File: config.mk
export PLATFORM = sky130hd
export DESIGN_NAME = os_generator
export DESIGN_NICKNAME = d
export VERILOG_FILES = /design/src/rtl/os_generator.sv
export SDC_FILE = /design/constraint.sdc
export NUM_CORES = 1
export LEC_CHECK = 0
export CAP_MARGIN = 20
export CORE_UTILIZATION = 39
export CTS_CLUSTER_DIAMETER = 30
export DETAILED_ROUTE_END_ITERATION = 7
export PLACE_DENSITY = 0.9
export SYNTH_ARGS = -nofsm -noshare
export SYNTH_HDL_FRONTEND = slang
export SYNTH_SLANG_ARGS = --single-unit
File: constraint.sdc
create_clock -name Pclk -period 2.3 [get_ports Pclk]
set_input_delay 0.345 -clock Pclk [delete_from_list [all_inputs] [get_ports Pclk]]
set_output_delay 0.345 -clock Pclk [all_outputs]
set_load 0.03 [all_outputs]
File: src/rtl/os_generator.sv
// Ordered-set generator for the Gen1/Gen2 transmit path.
// Emits TS1/TS2/EIOS/FTS/IDLE symbols on every lane as PIPE data/K beats.
module os_generator #(
  parameter int         LANESNUMBER = 16,
  parameter int         PIPEWIDTH   = 8,
  parameter logic [7:0] N_FTS       = 8'd32
) (
  input  logic                             Pclk,
  input  logic                             Reset,
  input  logic [2:0]                       OSType,
  input  logic [1:0]                       LaneNumber,
  input  logic [7:0]                       LinkNumber,
  input  logic [2:0]                       Rate,
  input  logic                             Loopback,
  input  logic                             OSGeneratorStart,
  output logic                             OSGeneratorBusy,
  output logic                             OSGeneratorFinish,
  output logic [LANESNUMBER*PIPEWIDTH-1:0] TxData,
  output logic [LANESNUMBER*PIPEWIDTH/8-1:0] TxDataK,
  output logic                             TxValid
);

  localparam int SPC = PIPEWIDTH / 8;
  localparam int DW  = LANESNUMBER * PIPEWIDTH;
  localparam int KW  = LANESNUMBER * SPC;

  localparam logic [2:0] TS1  = 3'b000;
  localparam logic [2:0] TS2  = 3'b001;
  localparam logic [2:0] EIOS = 3'b010;
  localparam logic [2:0] FTS  = 3'b011;
  localparam logic [2:0] IDL  = 3'b100;

  localparam logic [7:0] COM   = 8'hBC;
  localparam logic [7:0] PAD   = 8'hF7;
  localparam logic [7:0] IDLK  = 8'h7C;
  localparam logic [7:0] FTSK  = 8'h3C;

  typedef enum logic {IDLE_S, SEND_S} state_t;

  state_t      state;
  state_t      nextState;
  logic [4:0]  beatCnt;
  logic [2:0]  typeQ;
  logic [1:0]  laneSelQ;
  logic [7:0]  linkQ;
  logic [2:0]  rateQ;
  logic        loopQ;

  logic        accept;
  logic        lastDone;
  logic        emit;
  logic [2:0]  curType;
  logic [1:0]  curLaneSel;
  logic [7:0]  curLink;
  logic [2:0]  curRate;
  logic        curLoop;
  logic [4:0]  beatIdx;
  logic [DW-1:0] dataD;
  logic [KW-1:0] kD;

  // Beats per ordered set for a given type at this PIPE width.
  function automatic logic [4:0] nBeats(input logic [2:0] t);
    if (t == EIOS || t == FTS) return 5'(4 / SPC);
    return 5'(16 / SPC);
  endfunction

  // Symbol n of an ordered set on a lane, returned as {K, data}.
  function automatic logic [8:0] osSym(
    input logic [2:0] t,
    input logic [7:0] link,
    input logic [1:0] laneSel,
    input logic [2:0] rate,
    input logic       lb,
    input int         lane,
    input int         n
  );
    logic [8:0] s;
    logic [2:0] r;
    logic [7:0] laneId;
    s = 9'h000;
    r = (rate == 3'd0) ? 3'd1 : (rate > 3'd5) ? 3'd5 : rate;
    laneId = (laneSel == 2'b01) ? 8'(lane)
                                : 8'(LANESNUMBER - 1 - lane);
    case (t)
      TS1, TS2: begin
        case (n)
          0: s = {1'b1, COM};
          1: s = (link == 8'h00) ? {1'b1, PAD} : {1'b0, link};
          2: s = (laneSel == 2'b01 || laneSel == 2'b10)
                 ? {1'b0, laneId} : {1'b1, PAD};
          3: s = {1'b0, N_FTS};
          4: s = {1'b0, 2'b00, r >= 3'd5, r >= 3'd4,
                  r >= 3'd3, r >= 3'd2, 2'b10};
          5: s = {1'b0, 5'b00000, lb, 2'b00};
          default: s = {1'b0, (t == TS1) ? 8'h4A : 8'h45};
        endcase
      end
      EIOS: s = (n == 0) ? {1'b1, COM} : {1'b1, IDLK};
      FTS:  s = (n == 0) ? {1'b1, COM} : {1'b1, FTSK};
      default: s = 9'h000;
    endcase
    return s;
  endfunction

  assign accept = (state == IDLE_S) && OSGeneratorStart
                  && (OSType <= IDL);
  assign lastDone = (state == SEND_S)
                    && (beatCnt == nBeats(typeQ));
  assign emit = accept || ((state == SEND_S) && !lastDone);

  // On the accept edge the live inputs feed beat 0; afterwards the latches.
  assign curType    = (state == IDLE_S) ? OSType     : typeQ;
  assign curLaneSel = (state == IDLE_S) ? LaneNumber : laneSelQ;
  assign curLink    = (state == IDLE_S) ? LinkNumber : linkQ;
  assign curRate    = (state == IDLE_S) ? Rate       : rateQ;
  assign curLoop    = (state == IDLE_S) ? Loopback   : loopQ;
  assign beatIdx    = (state == IDLE_S) ? 5'd0       : beatCnt;

  // State register.
  always_ff @(posedge Pclk) begin
    if (!Reset) state <= IDLE_S;
    else        state <= nextState;
  end

  // Next state: accept moves to SEND, the final beat returns to IDLE.
  always_comb begin
    nextState = state;
    case (state)
      IDLE_S:  if (accept)   nextState = SEND_S;
      SEND_S:  if (lastDone) nextState = IDLE_S;
      default: nextState = IDLE_S;
    endcase
  end

  // Request latches and beat counter (counts the next beat to emit).
  always_ff @(posedge Pclk) begin
    if (!Reset) begin
      beatCnt  <= 5'd0;
      typeQ    <= 3'd0;
      laneSelQ <= 2'd0;
      linkQ    <= 8'd0;
      rateQ    <= 3'd0;
      loopQ    <= 1'b0;
    end else if (accept) begin
      beatCnt  <= 5'd1;
      typeQ    <= OSType;
      laneSelQ <= LaneNumber;
      linkQ    <= LinkNumber;
      rateQ    <= Rate;
      loopQ    <= Loopback;
    end else if (emit) begin
      beatCnt  <= beatCnt + 5'd1;
    end
  end

  // Next beat contents: all lanes alike except the lane-number symbol.
  always_comb begin
    logic [8:0] sym;
    sym   = 9'h000;
    dataD = '0;
    kD    = '0;
    if (emit) begin
      for (int i = 0; i < LANESNUMBER; i++) begin
        for (int j = 0; j < SPC; j++) begin
          sym = osSym(curType, curLink, curLaneSel, curRate,
                      curLoop, i, int'(beatIdx) * SPC + j);
          dataD[i*PIPEWIDTH + j*8 +: 8] = sym[7:0];
          kD[i*SPC + j] = sym[8];
        end
      end
    end
  end

  // Registered outputs.
  always_ff @(posedge Pclk) begin
    if (!Reset) begin
      TxData            <= '0;
      TxDataK           <= '0;
      TxValid           <= 1'b0;
      OSGeneratorBusy   <= 1'b0;
      OSGeneratorFinish <= 1'b0;
    end else begin
      TxData            <= dataD;
      TxDataK           <= kD;
      TxValid           <= emit;
      OSGeneratorBusy   <= emit;
      OSGeneratorFinish <= lastDone;
    end
  end

endmodule

## Word level (Yosys, flattened, before mapping)

Cells that the tools add are included.

| operators by class | value |
|---|---|
| muxes and demuxes | 84 |
| reduce and logical (&&, ||, !) cells | 17 |
| eq/ne operators | 13 |
| add/subtract/negate cells | 1 |
| $lt $le $gt $ge | 6 |
| bitwise logic cells | 2 |

Operator list:

| operator | number |
|---|---|
| $pmux 9 s6 | 16 |
| $pmux 9 s3 | 16 |
| $mux 9 | 17 |
| $mux 4 | 17 |
| $logic_not 32->1 | 2 |
| $mux 8 | 3 |
| $mux 5 | 3 |
| $eq 3x2->1 const B | 4 |
| $mux 3 | 4 |
| $eq 5x2->1 const B | 2 |
| $eq 5x3->1 const B | 2 |
| $logic_not 8->1 | 1 |
| $ge 3x2->1 const B | 2 |
| $ge 3x3->1 const B | 2 |
| $logic_not 3->1 | 2 |
| $mux 1 | 6 |
| $add 5x1->5 const B | 1 |
| $eq 5x1->1 const B | 1 |
| $eq 5x5->1 | 1 |
| $logic_and 1x1->1 | 4 |
| $reduce_or 2->1 | 2 |
| $eq 3x1->1 const B | 1 |
| $gt 3x3->1 const B | 1 |
| $le 3x3->1 const B | 1 |
| 9 further kinds | 12 |

| storage, ports and cells | value |
|---|---|
| flip-flop bits (word level) | 169 |
| bits of input ports | 20 |
| logic and storage cells | 135 |

## Logic depth before layout (Yosys ltp)

Gate-level depths: netlist of the first run.

| logic depth | value |
|---|---|
| word-level depth | 11 |
| gate-level depth with buffers | 8 |
| gate-level depth less buffers | 7 |

## Worst setup path before layout of the first run

No wires, ideal clock.

| timing | value |
|---|---|
| kind | register -> register |
| start point | register state |
| end point | register TxData[126] |
| clock period less this slack | 2121 ps |
| slack | 179 ps |
| cell stages (with the launch flop) | 9 |
| arrival time | 2006 ps |
| library setup time | 115 ps |
| required time | 2185 ps |
| cells stage by stage | dfxtp_1 > buf_2 > clkbuf_1 > mux2i_1 > inv_1 > ha_1 > a21o_2 > o31a_1 > o21ba_2 |

| on the way | value |
|---|---|
| word-level cells in the longest chain between the ends | 6 |
| elaborated cells on any way between the ends | 33 |
| those cells by class | 10 x eq/ne; 9 x mux; 1 x bitwise; 13 x reduce/logical |

Ends and longest elaborated chain:

| what | RTL line | text |
|---|---|---|
| start: declaration | 40 | `state_t state;` |
| start signal: assignment | 122 | `else state <= nextState;` |
| $mux 2 | 113 | `assign curLaneSel = (state == IDLE_S) ? LaneNumber : laneSelQ;` |
| $eq 2x1->1 / $eq 2x2->1 (equally long branches) | 89 | `2: s = (laneSel == 2'b01 \|\| laneSel == 2'b10)` |
| $logic_or 1x1->1 | 89 |  |
| $mux 9 | 90 | `? {1'b0, laneId} : {1'b1, PAD};` |
| $pmux 9 s6 | 86 | `case (n)` |
| $pmux 9 s3 | 84 | `case (t)` |
| end signal: assignment | 183 | `TxData <= dataD;` |
| end: declaration | 18 | `output logic [LANESNUMBER*PIPEWIDTH-1:0] TxData,` |

Parallel ways exist; a longest one is shown, timed or not.
A chain may end at the register's enable or synchronous reset.

==> flow_summary.json, run 1 <==
{
  "min-delay-start": "laneSelQ[0]",
  "cts.sinks": 38,
  "nets": 422,
  "ant_nets": 0,
  "path_buf_inv": 1,
  "leakage_nw": 1.42,
  "yosysSeqAreaShare": 0.260,
  "critPathSlowestCell": "clkdlybuf4s50_1",
  "slew_headroom": 0.668,
  "critPathMaxFanout": 16,
  "place_congestion": 0.910,
  "comb_power_share": 0.554,
  "die_w_um": 88.6,
  "final_cell_area_um2": 3830,
  "syn_to_final_growth_pct": 31.1,
  "core_um2": 7250,
  "drive_gt1_frac": 0.0630,
  "holdCritPathClass": "reg -> reg",
  "clock.fmax_ghz": 0.492,
  "slew_violations": 0,
  "path_delay_family": "buffers and inverters",
  "switching_share": 0.441,
  "critPathMaxStageDelay_ns": 0.78,
  "fin_cells": 496,
  "fin_crit_sh": 0.885,
  "synth-edff-count": 0,
  "tns_ns": 0,
  "mappedNetlistArea_um2": 2920,
  "finalHoldViolations": 0,
  "setup_ws_ns": 0.265,
  "cts_max_level": 2,
  "gr-total-overflow": 0,
  "cp_cell_sequence": "clkdlybuf4s50_1",
  "seq_power_share": 0.273,
  "layout_commonest_cell": "clkdlybuf4s50_1",
  "setup_violations": 0,
  "drv_cap": 0,
  "pwr_density_cell_nw_per_um2": 801,
  "vias": 2312,
  "hold_buffers": 0,
  "grt_max_degree": 20,
  "switching_power_mw": 1.35,
  "async_reset_ff_frac": 0,
  "required_ns": 1.96,
  "io_pins": 167,
  "placed_area_um2": 3720,
  "numCtsBuffers": 5,
  "path_class": "reg -> out",
  "fin_crit_ns": 2.03,
  "first_pass_iters": 4,
  "port_buffers": 166,
  "synth_ff_type": "dfxtp_1",
  "syn_nets": 385,
  "ys_seq_elements": 38,
  "worstMarginPinSlew_ns": 0.494,
  "worstSkewPairLatency_ns": 0.29,
  "grt_setup_unrepaired": "no",
  "run_status": "complete, no violations",
  "antenna_cells": 0,
  "grt_pass1_vias": 1948,
  "dp.cells": 488,
  "dieArea_um2": 7840,
  "clk_pin_slew_ns": 0.07,
  "post-cts-setup-buffer-count": 0,
  "clock_skew_ns": 0.00689,
  "drc": 0,
  "syn_avg_cell_area_um2": 8.14,
  "grt_pass1_wl_mm": 9.88,
  "drt_wl_total_mm": 6.79,
  "antenna_found_initial": 0,
  "worst_setup_path_end_kind": "output pin",
  "clk_path_buf_depth": 2,
  "worstPathArrival_ns": 1.69,
  "startpoint_type": "flip-flop",
  "vdd_ir_drop_max_mv": 0.373,
  "fp-row-count": 31,
  "synth_cell_types": 49,
  "cts_tree": "done",
  "first_iter_violations": 94,
  "cts_resized": 0,
  "startpoint": "TxData[125]",
  "viasPerCell": 4.66,
  "pwr-share-clk": 0.173,
  "track_usage": 0.163,
  "die_height_um": 88.6,
  "r2r-start": "beatCnt[1]",
  "synthCells": 359,
  "clockRootBuffer": "clkbuf_8",
  "place_ws_ns": 0.182,
  "start_util": 0.403,
  "wl_per_cell_um": 13.7,
  "hpwl_mm": 5.40,
  "final_cell_mix": "166 x clkdlybuf4s50_1, 45 x nand2_1, 38 x dfxtp_1",
  "synth-warning-count": 0,
  "internal-power_mw": 1.71
}
[power groups by stage]
stage / clock network [mW] / registers [mW] / logic (mW)
finish: 0.530 / 0.838 / 1.70
global route: 0.567 / 0.859 / 1.79
CTS: 0.539 / 0.843 / 1.71
detailed placement: 0 / 0.858 / 1.70
global placement: 0 / 0.852 / 1.68
floorplan: 0 / 0.881 / 1.32
[worst min-delay path: cells and delay by family (launching register included)]
kind,cells,cell delay [ns]
flops,1,0.31
simple gates,1,0.05
compound gates,1,0.06
[sequential cells by signal (all words and copies together), names as in the netlist]
register and count:
TxDataK 1, OSGeneratorFinish 1, beatCnt 5, TxValid 1
linkQ 8, laneSelQ 2, loopQ 1, TxData 12
state 1, rateQ 3, typeQ 3
[cell families after synthesis]
kind of cell	count (synthesis)	synth area share
buf+inv	149	0.366
fa+ha+maj	6	0.0257
xor+xnor	3	0.00899
mux	5	0.0171
flops	38	0.260
simple gates	98	0.168
compound gates	60	0.154
[stage by stage]
step	hold WS, ns	power, mW	util
5_1_grt	0.493	3.21	0.528
6_report	0.468	3.07	0.528
2_1_floorplan	0.443	2.20	-
3_3_place_gp	0.452	2.53	0.513
4_1_cts	0.472	3.09	0.528
3_5_place_dp	0.462	2.56	0.513
[worst paths after layout]
path,end,slack [ns],cells after the start
max,TxData[37],0.27,1
min,laneSelQ[0],0.47,2
max reg2reg,TxData[119],0.28,6
min reg2reg,laneSelQ[0],0.47,2
[routing by layer]
metal / routed length [um] / global-route usage / up-vias
met5: 0 / 0 / -
met4: 28 / 0.0264 / 0
met3: 485 / 0.0299 / 4
met2: 3470 / 0.299 / 104
met1: 2810 / 0.201 / 1071
li1: - / - / 1133
[cell usage after synthesis (3+ instances only)]
library cell	instances	share of area
a21oi_1	8	0.014
mux2i_1	5	0.017
nand2b_1	4	0.0086
nor2_1	19	0.024
and2_1	4	0.0086
clkbuf_1	6	0.0077
o21ai_0	5	0.0086
nor4_1	3	0.0064
buf_2	6	0.010
a21boi_0	18	0.046
ha_1	6	0.026
buf_4	132	0.34
a21o_1	5	0.013
inv_1	4	0.0051
a211o_1	3	0.0090
xnor2_1	3	0.0090
nor2b_1	3	0.0064
nor3_1	4	0.0068
dfxtp_1	38	0.26
nand2_1	45	0.058
[cell type report]
class                           instances  area [um2]
Sequential cell                        38         761
Timing Repair Buffer                  175        1730
Fill cell                             719        3420
Clock buffer                            8         110
Inverter                                4        15.0
Tap cell                               99         124
Multi-Input combinational cell        172        1090
Power figures use the tool's default switching activity.
==> run 2: changes to the inputs <==
==> constraint.sdc (replaced) <==
create_clock -name Pclk -period 2.3 [get_ports Pclk]
set_input_delay 0.46 -clock Pclk [delete_from_list [all_inputs] [get_ports Pclk]]
set_output_delay 0.46 -clock Pclk [all_outputs]
set_load 0.03 [all_outputs]
==> flow_summary.json, run 2 (synthesis gave the netlist of run 1 again) <==
{
  "syn_to_final_growth_pct": 32.6,
  "drive_gt1_frac": 0.0700,
  "slew_violations": 0,
  "io_pins": 167,
  "path_delay_family": "buffers and inverters",
  "antenna_cells": 0,
  "regMostFlops": "TxData",
  "pwr_density_cell_nw_per_um2": 807,
  "clock.fmax_ghz": 0.461,
  "drv_cap": 0,
  "post-cts-setup-buffer-count": 0,
  "first_iter_violations": 115,
  "hold_depth": 2,
  "layout_commonest_cell": "clkdlybuf4s50_1",
  "gr-total-overflow": 0,
  "fin_crit_ns": 2.17,
  "setup_violations": 0,
  "finalHoldViolations": 0,
  "grt_pass1_wl_mm": 10.6,
  "dieArea_um2": 7840,
  "fp-row-count": 31,
  "vias": 2331,
  "die_w_um": 88.6,
  "grt_max_degree": 20,
  "largest_reg_flops": 12,
  "path_class": "reg -> out",
  "tns_ns": 0,
  "leakage_nw": 1.44,
  "vdd_ir_drop_max_mv": 0.246,
  "worst_setup_path_end_kind": "output pin",
  "hold_buffers": 0,
  "path_buf_inv": 1,
  "final_cell_mix": "166 x clkdlybuf4s50_1, 45 x nand2_1, 38 x dfxtp_1",
  "drt_wl_total_mm": 6.91,
  "worstPathArrival_ns": 1.71,
  "min-delay-start": "loopQ",
  "setup_ws_ns": 0.129,
  "use_met1": 0.210,
  "holdCritPathClass": "reg -> reg",
  "hpwl_mm": 5.60,
  "port_buffers": 166,
  "clk_pin_slew_ns": 0.07,
  "first_pass_iters": 4,
  "r2r-start": "state",
  "cts.sinks": 38,
  "place_ws_ns": 0.0666,
  "clockRootBuffer": "clkbuf_8",
  "clock_skew_ns": 0.00619,
  "die_height_um": 88.6,
  "fin_crit_sh": 0.944,
  "nets": 426,
  "start_util": 0.403,
  "core_um2": 7250,
  "placed_area_um2": 3760,
  "critPathMaxFanout": 16,
  "grt_use_met2": 0.322,
  "worstMarginPinSlew_ns": 0.546,
  "startpoint_type": "flip-flop",
  "critPathSlowestCell": "clkdlybuf4s50_1",
  "fin_util": 0.534,
  "place_congestion": 0.900,
  "cts_tree": "done",
  "reg2reg_depth": 5,
  "top_usage_layer": "met2",
  "viasPerCell": 4.67,
  "grt_pass1_vias": 2112,
  "grt_setup_unrepaired": "no",
  "run_status": "complete, no violations",
  "antenna_found_initial": 0,
  "critPathMaxStageDelay_ns": 0.78,
  "cts_max_level": 2,
  "cp_cell_sequence": "clkdlybuf4s50_1",
  "track_usage": 0.174,
  "ff2ff_setup_slack_ns": 0.22,
  "required_ns": 1.84,
  "gr-usage-met3": 0.0271,
  "drc": 0,
  "clk_path_buf_depth": 2,
  "hold_path_end": "loopQ",
  "holdWs_ns": 0.468,
  "wl_per_cell_um": 13.8,
  "ant_nets": 0,
  "reg_top3": "TxData: 12 flops, linkQ: 8 flops, beatCnt: 5 flops",
  "r2r-end": "TxData[122]",
  "slew_headroom": 0.633,
  "numCtsBuffers": 5,
  "cts_resized": 0,
  "final_cell_area_um2": 3880,
  "worstSkewPairLatency_ns": 0.29
}
-- run 2: metrics by stage --
step | power (mW) | std cells
2_1_floorplan | 2.20 | 359
3_3_place_gp | 2.55 | 492
3_5_place_dp | 2.58 | 492
4_1_cts | 3.15 | 499
5_1_grt | 3.28 | 499
6_report | 3.13 | 499
-- run 2: area by class of cell --
type,instances,area (um2)
clock buffers,6,82.6
clock inverters,1,30.0
fillers,692,3380
inverters,4,15.0
multi-input cells,172,1090
flip-flops and latches,38,761
well taps,99,124
repair buffers,179,1770
-- run 2: where the power goes --
part	internal (mW)	switching, mW	leakage [nW]	total, mW
Sequential	0.722	0.122	0.311	0.844
Combinational	0.705	1.01	1.07	1.71
Clock	0.347	0.225	0.0573	0.572
-- run 2: worst max-delay path by stage --
stage / endpoint / slack, ns / startpoint / depth (start not counted)
2_1_floorplan: TxData[126] / 0.18 / state / 8
5_1_grt: TxData[47] / 0.02 / TxData[119] / 1
3_3_place_gp: TxData[126] / 0.10 / LaneNumber[0] / 6
4_1_cts: TxData[7] / 0.09 / TxData[119] / 1
3_5_place_dp: TxData[126] / 0.07 / LaneNumber[0] / 6
6_report: TxData[7] / 0.13 / TxData[119] / 1
-- run 2: metal layers --
metal / routed length, um / part of all wire
met3: 484 / 0.070
met1: 2870 / 0.42
met2: 3500 / 0.51
met4: 56 / 0.0081
met5: 0 / 0
-- run 2: worst reg2reg max path, cell delays in order (launching register included) --
cell and delay (ns):
dfxtp_1 0.63, or4b_4 0.59, nor4_4 0.38, a311o_1 0.23, nor2_1 0.06, o22ai_1 0.13
==> variant, RTL diff (config.mk and constraints of run 1) <==
The parameter `LANESNUMBER` goes from 16 to 32.
--- a/src/rtl/os_generator.sv
+++ b/src/rtl/os_generator.sv
@@ -2,5 +2,5 @@
 // Emits TS1/TS2/EIOS/FTS/IDLE symbols on every lane as PIPE data/K beats.
 module os_generator #(
-  parameter int         LANESNUMBER = 16,
+  parameter int         LANESNUMBER = 32,
   parameter int         PIPEWIDTH   = 8,
   parameter logic [7:0] N_FTS       = 8'd32
Interface: changed (resized TxData and TxDataK); port bits go from 167 to 311. The function was not compared with the original's and may differ.
==> variant against run 1 <==
  * Clock skew is 0.0074 ns higher
  * Wire length is 46% higher
  * Die area is 35% higher
  * Worst setup slack worse by 0.070 ns
  * Area after synthesis is 36% higher
  * Cell area is 40% higher
  * Count of clock-buffer cells in the layout is 2 lower
  * Power is 66% higher
  * Critical path depth stayed put
  * Sequential cell count is 1 higher
  * Critical path type unchanged
  * Largest cell class unchanged
==> variant: results (changes against run 1) <==
worst r2r path cells=7 (+1); status=completed; Max Slew Vio Count=0 (unchanged); worst flop-to-flop path endpoint=TxDataK[30]$_SDFF_PN0_; sw frac=49.5% (+5.4 points); largest stage delay on the critical path=0.80 ns (+0.02 ns); worst-case clock buffer depth=2 (unchanged); # Post-CTS Setup Buffers=0 (unchanged); total combinational power=3550 µW (+110%); post-CTS sizing=0 (unchanged); vias per cell=4.34 (-6.8%); Seq/Total Area, Yosys=19.6% (-6.4 points); Critical R2R Launch=state$_SDFF_PN0_; RePlAce Congestion=0.833 (-8.5%); Synth Area in XOR/XNOR=0.220% (-0.68 points); Regs by FF count=TxData x13, linkQ x8, beatCnt x5; total CTS buffers=5 (unchanged); final WL=9910 µm (+46%); Synth Area in Adders=1.26% (-1.3 points); Worst EP arrival=1.76 ns (+0.07 ns); final net count=573 (+36%); vias in the first global route=2437 (+25%); global-route wire length before repair=13100 µm (+32%); area fraction in compound gates after synthesis=10.1% (-5.3 points); register share of total power=17.0% (-10 points); Clk pwr share=13.1% (-4.2 points); clock skew=0.0143 ns (+0.00736 ns); maximum VDD drop=0.532 mV (+43%); Leak=0.00195 µW (+37%); syn nets=529 (+37%); hold_sp=laneSelQ[0]$_SDFFE_PN0P_; count of cell types in the netlist=52 (+6.1%); Synth area leaders=buf_4, dfxtp_1, nand2_1, a21boi_0, a21oi_1; GRT Total Usage=15.8% (-0.52 points); largest net degree at the start of global routing=33 (+65%); DP HPWL=7910 µm (+46%); post-synthesis mux area share=1.35% (-0.36 points); type of the worst min-delay path=reg -> reg; port bufs=310 (+87%); Worst Max-Slew Pin Slew=0.558 ns (+0.0640 ns); fraction of layout cells with a size suffix above 1=6.36% (+0.066 points); 1st-iter DRT viols=98 (+4.3%); Post-synth top cells=buf_4, nand2_1, dfxtp_1
==> variant: cell types whose count changed after synthesis, sizes merged, moves of 5 or more <==
cell,run 1,this run
nand3,2,7
a21o,6,0
buf,139,283
o21ai,5,15
==> variant: metrics by stage <==
step | setup WS, ns | util (%) | hold slack, ns | cells | instance area [µm²]
after CTS | 0.128 | 54.5 | 0.475 | 683 | 5360
after detailed placement | 0.195 | 53.2 | 0.464 | 675 | 5220
after global routing | 0.0755 | 54.5 | 0.495 | 683 | 5360
after global placement | 0.271 | 53.2 | 0.450 | 675 | 5220
final | 0.196 | 54.5 | 0.469 | 683 | 5360
after floorplan | 0.380 | - | 0.440 | 505 | 3980
==> variant: how the worst max path moves through the flow <==
stage | startpoint | end | slack, ns
2_1_floorplan | state$_SDFF_PN0_ | TxData[117]$_SDFF_PN0_ | 0.38
3_3_place_gp | OSType[1] | linkQ[0]$_SDFFE_PN0P_ | 0.27
3_5_place_dp | OSType[1] | linkQ[2]$_SDFFE_PN0P_ | 0.20
4_1_cts | TxData[178]$_SDFF_PN0_ | TxData[106] | 0.13
5_1_grt | TxData[178]$_SDFF_PN0_ | TxData[106] | 0.08
6_report | TxData[195]$_SDFF_PN0_ | TxData[107] | 0.20
==> variant: layout make-up <==
type                    count  area [µm²]
multi-input cells         173        1050
fillers                   898        4460
well taps                 133         166
clock inverters             2        60.1
flip-flops and latches     39         781
inverters                   8        30.0
clock buffers               6        72.6
repair buffers            322        3190
==> variant: layer usage <==
layer  GRT usage, %  wire length (µm)  part of all wire (%)  vias up
met2           29.4              5130                    52      179
met4           2.93                78                  0.79        0
met1           19.0              3880                    39     1336
met5              0                 0                     0        -
met3           2.71               820                   8.3        9
li1               -                 -                     -     1443
